[config.mk]
export PLATFORM = sky130hd
export DESIGN_NAME = pm_seq_scheduler_flat
export DESIGN_NICKNAME = d
export VERILOG_FILES = /design/src/rtl/pm_pkg.sv /design/src/rtl/pm_seq_scheduler_if.sv /design/src/rtl/pm_seq_scheduler_rr_arb2.sv /design/src/rtl/pm_seq_scheduler.sv /design/src/flat_wrapper.sv
export SDC_FILE = /design/constraint.sdc
export NUM_CORES = 1
export LEC_CHECK = 0
export BUFFER_PORTS_ARGS = -buffer_cell sky130_fd_sc_hd__buf_2
export CAP_MARGIN = 25
export CORE_MARGIN = 10
export CORE_UTILIZATION = 45
export CTS_CLUSTER_SIZE = 14
export DETAILED_ROUTE_END_ITERATION = 16
export MAX_ROUTING_LAYER = met4
export PLACE_DENSITY = 0.88
export SYNTH_ARGS = -nofsm -noshare
export SYNTH_HDL_FRONTEND = slang
export SYNTH_SLANG_ARGS = --single-unit
[constraint.sdc]
create_clock -name clk -period 2.8 [get_ports clk]
set_clock_uncertainty 0.1 [all_clocks]
set_input_delay 0.28 -clock clk [delete_from_list [all_inputs] [get_ports clk]]
set_output_delay 0.28 -clock clk [all_outputs]
set_load 0.01 [all_outputs]
[src/rtl/pm_pkg.sv]
// Shared definitions for the PM sequential-multiplier scheduler slice.
package pm_pkg;

  localparam int N           = 4;
  localparam int WL          = 2 * N;
  localparam int CLR_CYC_DEF = 1;
  localparam int LAT_DEF     = 3;

  typedef enum logic [1:0] {
    IDLE  = 2'd0,
    CLEAR = 2'd1,
    RUN   = 2'd2,
    HOLD  = 2'd3
  } state_e;

  function automatic int imax(input int a, input int b);
    return (a > b) ? a : b;
  endfunction

endpackage

[src/rtl/pm_seq_scheduler_if.sv]
// Requester, result and multiplier-side signals of the scheduler.
// master = scheduler side, slave = producers/consumer/multiplier side.
interface pm_seq_scheduler_if #(
  parameter int WL = pm_pkg::WL
);
  logic          req0_valid, req0_ready;
  logic [WL-1:0] req0_x, req0_y;
  logic          req1_valid, req1_ready;
  logic [WL-1:0] req1_x, req1_y;

  logic            res_valid, res_ready, res_id;
  logic [2*WL-1:0] res_z;

  logic [WL-1:0]   mul_x, mul_y;
  logic            mul_rst;
  logic [2*WL-1:0] mul_z;

  logic busy;

  modport master (
    input  req0_valid, req0_x, req0_y, req1_valid, req1_x, req1_y,
    input  res_ready, mul_z,
    output req0_ready, req1_ready, res_valid, res_z, res_id,
    output mul_x, mul_y, mul_rst, busy
  );

  modport slave (
    output req0_valid, req0_x, req0_y, req1_valid, req1_x, req1_y,
    output res_ready, mul_z,
    input  req0_ready, req1_ready, res_valid, res_z, res_id,
    input  mul_x, mul_y, mul_rst, busy
  );
endinterface

[src/rtl/pm_seq_scheduler_rr_arb2.sv]
// Two-way round-robin arbiter, combinational; pointer owned by the caller.
module rr_arb2 (
  input  logic [1:0] req,
  input  logic       ptr,
  output logic [1:0] gnt,
  output logic       gnt_idx
);

  // ptr only decides a tie; a lone request always wins
  always_comb begin
    gnt     = 2'b00;
    gnt_idx = (req == 2'b11) ? ptr : req[1];
    gnt[gnt_idx] = |req;
  end

endmodule

[src/rtl/pm_seq_scheduler.sv]
// Shares one online signed-digit multiplier between two requesters:
// grants round-robin, pulses the multiplier reset, counts out its latency
// and returns the tagged product on a valid/ready port.
module pm_seq_scheduler #(
  parameter int N       = pm_pkg::N,
  parameter int CLR_CYC = pm_pkg::CLR_CYC_DEF,
  parameter int LAT     = pm_pkg::LAT_DEF
) (
  input logic                clk,
  input logic                rst,
  pm_seq_scheduler_if.master bus
);
  import pm_pkg::*;

  localparam int OPW = 2 * N;
  localparam int CW  = $clog2(imax(LAT, CLR_CYC) + 1);

  state_e        state, nxt;
  logic [CW-1:0] cnt;
  logic          ptr, id, last, accept, gnt_idx;
  logic [1:0]    gnt;

  assign last     = (cnt == CW'(1));
  assign bus.busy = (state != IDLE);

  rr_arb2 u_arb (
    .req     ({bus.req1_valid, bus.req0_valid}),
    .ptr     (ptr),
    .gnt     (gnt),
    .gnt_idx (gnt_idx)
  );

  // state register
  always_ff @(posedge clk or negedge rst) begin
    if (!rst) state <= IDLE;
    else      state <= nxt;
  end

  // next state and request handshake; ready is masked while in reset
  always_comb begin
    nxt            = state;
    accept         = 1'b0;
    bus.req0_ready = 1'b0;
    bus.req1_ready = 1'b0;
    case (state)
      IDLE: if (rst) begin
        bus.req0_ready = gnt[0];
        bus.req1_ready = gnt[1];
        accept         = |gnt;
        if (accept) nxt = CLEAR;
      end
      CLEAR:   if (last) nxt = RUN;
      RUN:     if (last) nxt = HOLD;
      HOLD:    if (bus.res_ready) nxt = IDLE;
      default: nxt = IDLE;
    endcase
  end

  // operand latch, phase counter, multiplier reset and result capture
  always_ff @(posedge clk or negedge rst) begin
    if (!rst) begin
      bus.mul_x     <= '0;
      bus.mul_y     <= '0;
      bus.mul_rst   <= 1'b0;
      bus.res_valid <= 1'b0;
      bus.res_z     <= '0;
      bus.res_id    <= 1'b0;
      cnt           <= '0;
      ptr           <= 1'b0;
      id            <= 1'b0;
    end else begin
      case (state)
        IDLE: if (accept) begin
          bus.mul_x <= gnt_idx ? bus.req1_x : bus.req0_x;
          bus.mul_y <= gnt_idx ? bus.req1_y : bus.req0_y;
          id        <= gnt_idx;
          ptr       <= ~gnt_idx;
          cnt       <= CW'(CLR_CYC);
        end
        CLEAR: begin
          if (last) begin
            cnt         <= CW'(LAT);
            bus.mul_rst <= 1'b1;
          end else begin
            cnt <= cnt - 1'b1;
          end
        end
        RUN: begin
          if (last) begin
            bus.res_z     <= bus.mul_z;
            bus.res_id    <= id;
            bus.res_valid <= 1'b1;
            cnt           <= '0;
          end else begin
            cnt <= cnt - 1'b1;
          end
        end
        HOLD: if (bus.res_ready) begin
          bus.res_valid <= 1'b0;
          bus.mul_rst   <= 1'b0;
        end
        default: ;
      endcase
    end
  end

  // product width must match the operand width
  logic [2*OPW-1:0] z_w;
  assign z_w = bus.mul_z;
  logic unused_ok;
  assign unused_ok = ^z_w;

endmodule

[src/flat_wrapper.sv]
// flat-port wrapper written by rule: the top's interface ports become plain ports
module pm_seq_scheduler_flat import pm_pkg::*;
#(
  parameter int N       = pm_pkg::N,
  parameter int CLR_CYC = pm_pkg::CLR_CYC_DEF,
  parameter int LAT     = pm_pkg::LAT_DEF
)
  (clk, rst, bus_req0_valid, bus_req0_x, bus_req0_y, bus_req1_valid, bus_req1_x, bus_req1_y, bus_res_ready, bus_mul_z, bus_req0_ready, bus_req1_ready, bus_res_valid, bus_res_z, bus_res_id, bus_mul_x, bus_mul_y, bus_mul_rst, bus_busy);
  pm_seq_scheduler_if #(.WL(WL)) bus_i ();
  input logic clk;
  input logic rst;
  input wire logic [$bits(bus_i.req0_valid)-1:0] bus_req0_valid;
  input wire logic [$bits(bus_i.req0_x)-1:0] bus_req0_x;
  input wire logic [$bits(bus_i.req0_y)-1:0] bus_req0_y;
  input wire logic [$bits(bus_i.req1_valid)-1:0] bus_req1_valid;
  input wire logic [$bits(bus_i.req1_x)-1:0] bus_req1_x;
  input wire logic [$bits(bus_i.req1_y)-1:0] bus_req1_y;
  input wire logic [$bits(bus_i.res_ready)-1:0] bus_res_ready;
  input wire logic [$bits(bus_i.mul_z)-1:0] bus_mul_z;
  output wire logic [$bits(bus_i.req0_ready)-1:0] bus_req0_ready;
  output wire logic [$bits(bus_i.req1_ready)-1:0] bus_req1_ready;
  output wire logic [$bits(bus_i.res_valid)-1:0] bus_res_valid;
  output wire logic [$bits(bus_i.res_z)-1:0] bus_res_z;
  output wire logic [$bits(bus_i.res_id)-1:0] bus_res_id;
  output wire logic [$bits(bus_i.mul_x)-1:0] bus_mul_x;
  output wire logic [$bits(bus_i.mul_y)-1:0] bus_mul_y;
  output wire logic [$bits(bus_i.mul_rst)-1:0] bus_mul_rst;
  output wire logic [$bits(bus_i.busy)-1:0] bus_busy;
  assign bus_i.req0_valid = bus_req0_valid;
  assign bus_i.req0_x = bus_req0_x;
  assign bus_i.req0_y = bus_req0_y;
  assign bus_i.req1_valid = bus_req1_valid;
  assign bus_i.req1_x = bus_req1_x;
  assign bus_i.req1_y = bus_req1_y;
  assign bus_i.res_ready = bus_res_ready;
  assign bus_i.mul_z = bus_mul_z;
  assign bus_req0_ready = bus_i.req0_ready;
  assign bus_req1_ready = bus_i.req1_ready;
  assign bus_res_valid = bus_i.res_valid;
  assign bus_res_z = bus_i.res_z;
  assign bus_res_id = bus_i.res_id;
  assign bus_mul_x = bus_i.mul_x;
  assign bus_mul_y = bus_i.mul_y;
  assign bus_mul_rst = bus_i.mul_rst;
  assign bus_busy = bus_i.busy;
  pm_seq_scheduler #(.N(N), .CLR_CYC(CLR_CYC), .LAT(LAT)) u_core (.clk(clk), .rst(rst), .bus(bus_i));
endmodule
==> impl_metrics.json <==
{
  "synth_compound_area_frac": 0.221,
  "p_leak_nw": 1.25,
  "drt_pass1_iterations": 4,
  "synth_top_family_by_area": "compound AO/OA/AOI/OAI gates",
  "hold_path_class": "input port to register",
  "ctsHoldBuffers": 1,
  "viasPerCell": 5.52,
  "area_growth_pct": 28.4,
  "worstSetupEndpointType": "output pin",
  "syn_inst": 169,
  "cts-root-buf": "clkbuf_8",
  "fmax_ghz": 0.417,
  "synth_nets": 232,
  "ios": 91,
  "finalPower_mw": 2.76,
  "place_congestion": 0.864,
  "crit_path_start_kind": "input port",
  "status": "finished clean",
  "synth_area_per_cell_um2": 11.8,
  "n_fill_cell": 381,
  "synth_simple_gate_area_frac": 0.0403,
  "path_max_fanout": 20,
  "initial_core_util": 0.460,
  "cts_resized": 0,
  "yosysTopAreaCell": "dfrtp_1",
  "crit_arrival_ns": 2.02,
  "remaining_drc_errors": 0,
  "antenna_left": 0,
  "drv_slew": 0,
  "startpoint": "rst",
  "synthFlopType": "dfrtp_1",
  "antenna_cells": 0,
  "ff_latch_area_mm2": 0.00103,
  "nets": 321,
  "muxShareOfSynthArea": 0.118,
  "dr.first_iter.drc_count": 61,
  "core_area_mm2": 0.00432,
  "rsz0062_at_grt": "false",
  "synth.ff_latch_count": 41,
  "post-route-period-util": 0.856,
  "synth_area_mm2": 0.00199,
  "numCtsBuffers": 5,
  "cellPowerDensity_mw_per_mm2": 1080,
  "multi_input_area_um2": 880,
  "hold_violations": 0,
  "vdd_ir_drop_max_mv": 0.521,
  "htree_levels": 2,
  "cts_setup_buffers": 0,
  "die_area_mm2": 0.00748,
  "synthAdderAreaFrac": 0.0629,
  "yosysUniqueCellTypes": 29,
  "totalWireLength_mm": 5.28,
  "finish.utilization": 0.591,
  "tightest_slew_ns": 0.760,
  "critical_path_required_ns": 2.42,
  "relSlewSlack": 0.492,
  "synth.area.top_cells": "dfrtp_1 (52%), mux2_2 (10%), a2bb2oi_1 (7.0%)",
  "synth_edf_count": 0,
  "tns_ns": 0,
  "routed-via-count": 1712,
  "dpl.hpwl_mm": 4.08,
  "grt_pass1_vias": 1869,
  "yosys_warnings": 0,
  "ys_seq_area_frac": 0.516,
  "clk_pin_slew_ns": 0.07,
  "cts.path.max_buffers": 2,
  "reg2reg_from": "u_core.state[0]",
  "port_buffers": 90,
  "fp.dieH_um": 86.5,
  "grt_usage": 0.147,
  "async_flop_share": 1.00,
  "synth_top_area_share": 0.516,
  "grt_pass1_wl_mm": 8.83,
  "period_minus_slack_ns": 2.40,
  "cts_sinks": 41,
  "synth_xor_area_frac": 0,
  "wl_per_cell_um": 17.0,
  "grt_max_degree": 28,
  "worstSetupPathType": "input port to output pin",
  "row_count": 24,
  "drive_gt1_frac": 0.465,
  "setup_viol_count_final": 0,
  "reg2reg_depth": 5,
  "cp-endpoint": "bus_req0_ready",
  "grt_overflow": 0,
  "maxCapViolCount": 0,
  "cts_tree": "yes",
  "rr_endpoint": "u_core.bus.mul_y[6]",
  "die_w_um": 86.5,
  "rrSetupSlack_ns": 0.90,
  "clkLatencyLatePin_ns": 0.28,
  "grt_antenna_before_repair": 0
}
-- worst min path at each step --
| stage | cells after the start | endpoint | startpoint |
|---|---|---|---|
| after detailed placement | 1 | u_core.ptr | rst |
| after global placement | 1 | u_core.ptr | rst |
| after CTS | 2 | u_core.bus.res_z[8] | bus_mul_z[8] |
| after floorplan | 0 | u_core.bus.mul_rst | rst |
| after global routing | 2 | u_core.bus.res_z[6] | bus_mul_z[6] |
| final | 2 | u_core.bus.res_z[8] | bus_mul_z[8] |
-- layer usage --
layer,track usage,share of wire,up-vias,wire length [um]
li1,-,-,797,-
met1,0.166,0.41,829,2170
met2,0.236,0.49,77,2580
met3,0.0516,0.085,9,451
met4,0.0515,0.014,0,74
met5,-,0,-,0
-- worst max-delay path, stage by stage --
cell	delay (ns)
dlygate4sd3_1	0.54
buf_2	0.38
o211ai_2	0.43
a21oi_1	0.22
buf_2	0.16
-- through the flow --
step	hold WS, ns	worst slack [ns]	cell area, um^2	instances
2_1_floorplan	-0.116	1.06	1990	169
3_3_place_gp	0.128	0.871	2460	302
3_5_place_dp	0.135	0.804	2460	302
4_1_cts	0.116	0.389	2550	310
5_1_grt	0.115	0.277	2550	310
6_report	0.124	0.404	2550	310
-- sequential cells by signal, indices dropped and copies added, names as in the netlist --
register / flops
u_core.state: 2
u_core.id: 1
u_core.cnt: 2
u_core.bus.mul_rst: 1
u_core.bus.mul_x: 8
u_core.bus.res_z: 16
u_core.bus.res_valid: 1
u_core.bus.res_id: 1
u_core.ptr: 1
u_core.bus.mul_y: 8
-- cell usage after synthesis, types with 2 or more instances --
library cell  count
nand2b_1          2
a31oi_1          17
ha_1             10
mux2_2           18
buf_2             6
nor2_1            3
a2bb2oi_1        16
dfrtp_1          41
mux2i_1           2
inv_1             8
and2b_1           2
buf_4             2
a21oi_1           4
o21ai_0          21
nand2_1           3
-- area by class of cell --
cell class / count / share of cell area
Multi-Input combinational cell: 110 / 0.344
Inverter: 8 / 0.0118
Timing Repair Buffer: 92 / 0.183
Clock buffer: 7 / 0.0338
Sequential cell: 41 / 0.402
Tap cell: 52 / 0.0255
-- kinds of logic (layout without fill, tap and decap cells) --
kind of cell    count (synthesis)  after routing
mux                            21             21
buf+inv                        18            107
simple gates                   14             14
flops                          41             41
compound gates                 65             65
fa+ha+maj                      10             10
-- where the power goes --
| part | leakage (nW) | switching (mW) | internal, mW | total (mW) |
|---|---|---|---|---|
| Combinational | 0.733 | 0.672 | 0.650 | 1.32 |
| Clock | 0.0443 | 0.181 | 0.195 | 0.376 |
| Sequential | 0.470 | 0.167 | 0.892 | 1.06 |
| Total | 1.25 | 1.02 | 1.74 | 2.76 |
-- cell usage in the layout, fill, tap and decap left out --
cell,count
dlygate4sd3_1,1
nand2_1,3
buf_2,90
buf_4,1
a21oi_1,4
o21ba_2,1
nor2b_1,1
nor2_4,1
a221oi_2,1
nand2_2,1
inv_1,8
o221ai_1,1
and2b_1,2
ha_1,10
o2bb2ai_1,1
mux2_1,1
and2_1,1
clkbuf_8,6
a41oi_1,1
a2bb2oi_1,16
mux2i_1,2
o21ai_1,1
nand2b_1,2
nor2_1,3
mux2_2,18
o211ai_2,1
clkbuf_1,1
dfrtp_1,41
o21ai_0,21
a31oi_1,17
Power figures use the tool's default switching activity.
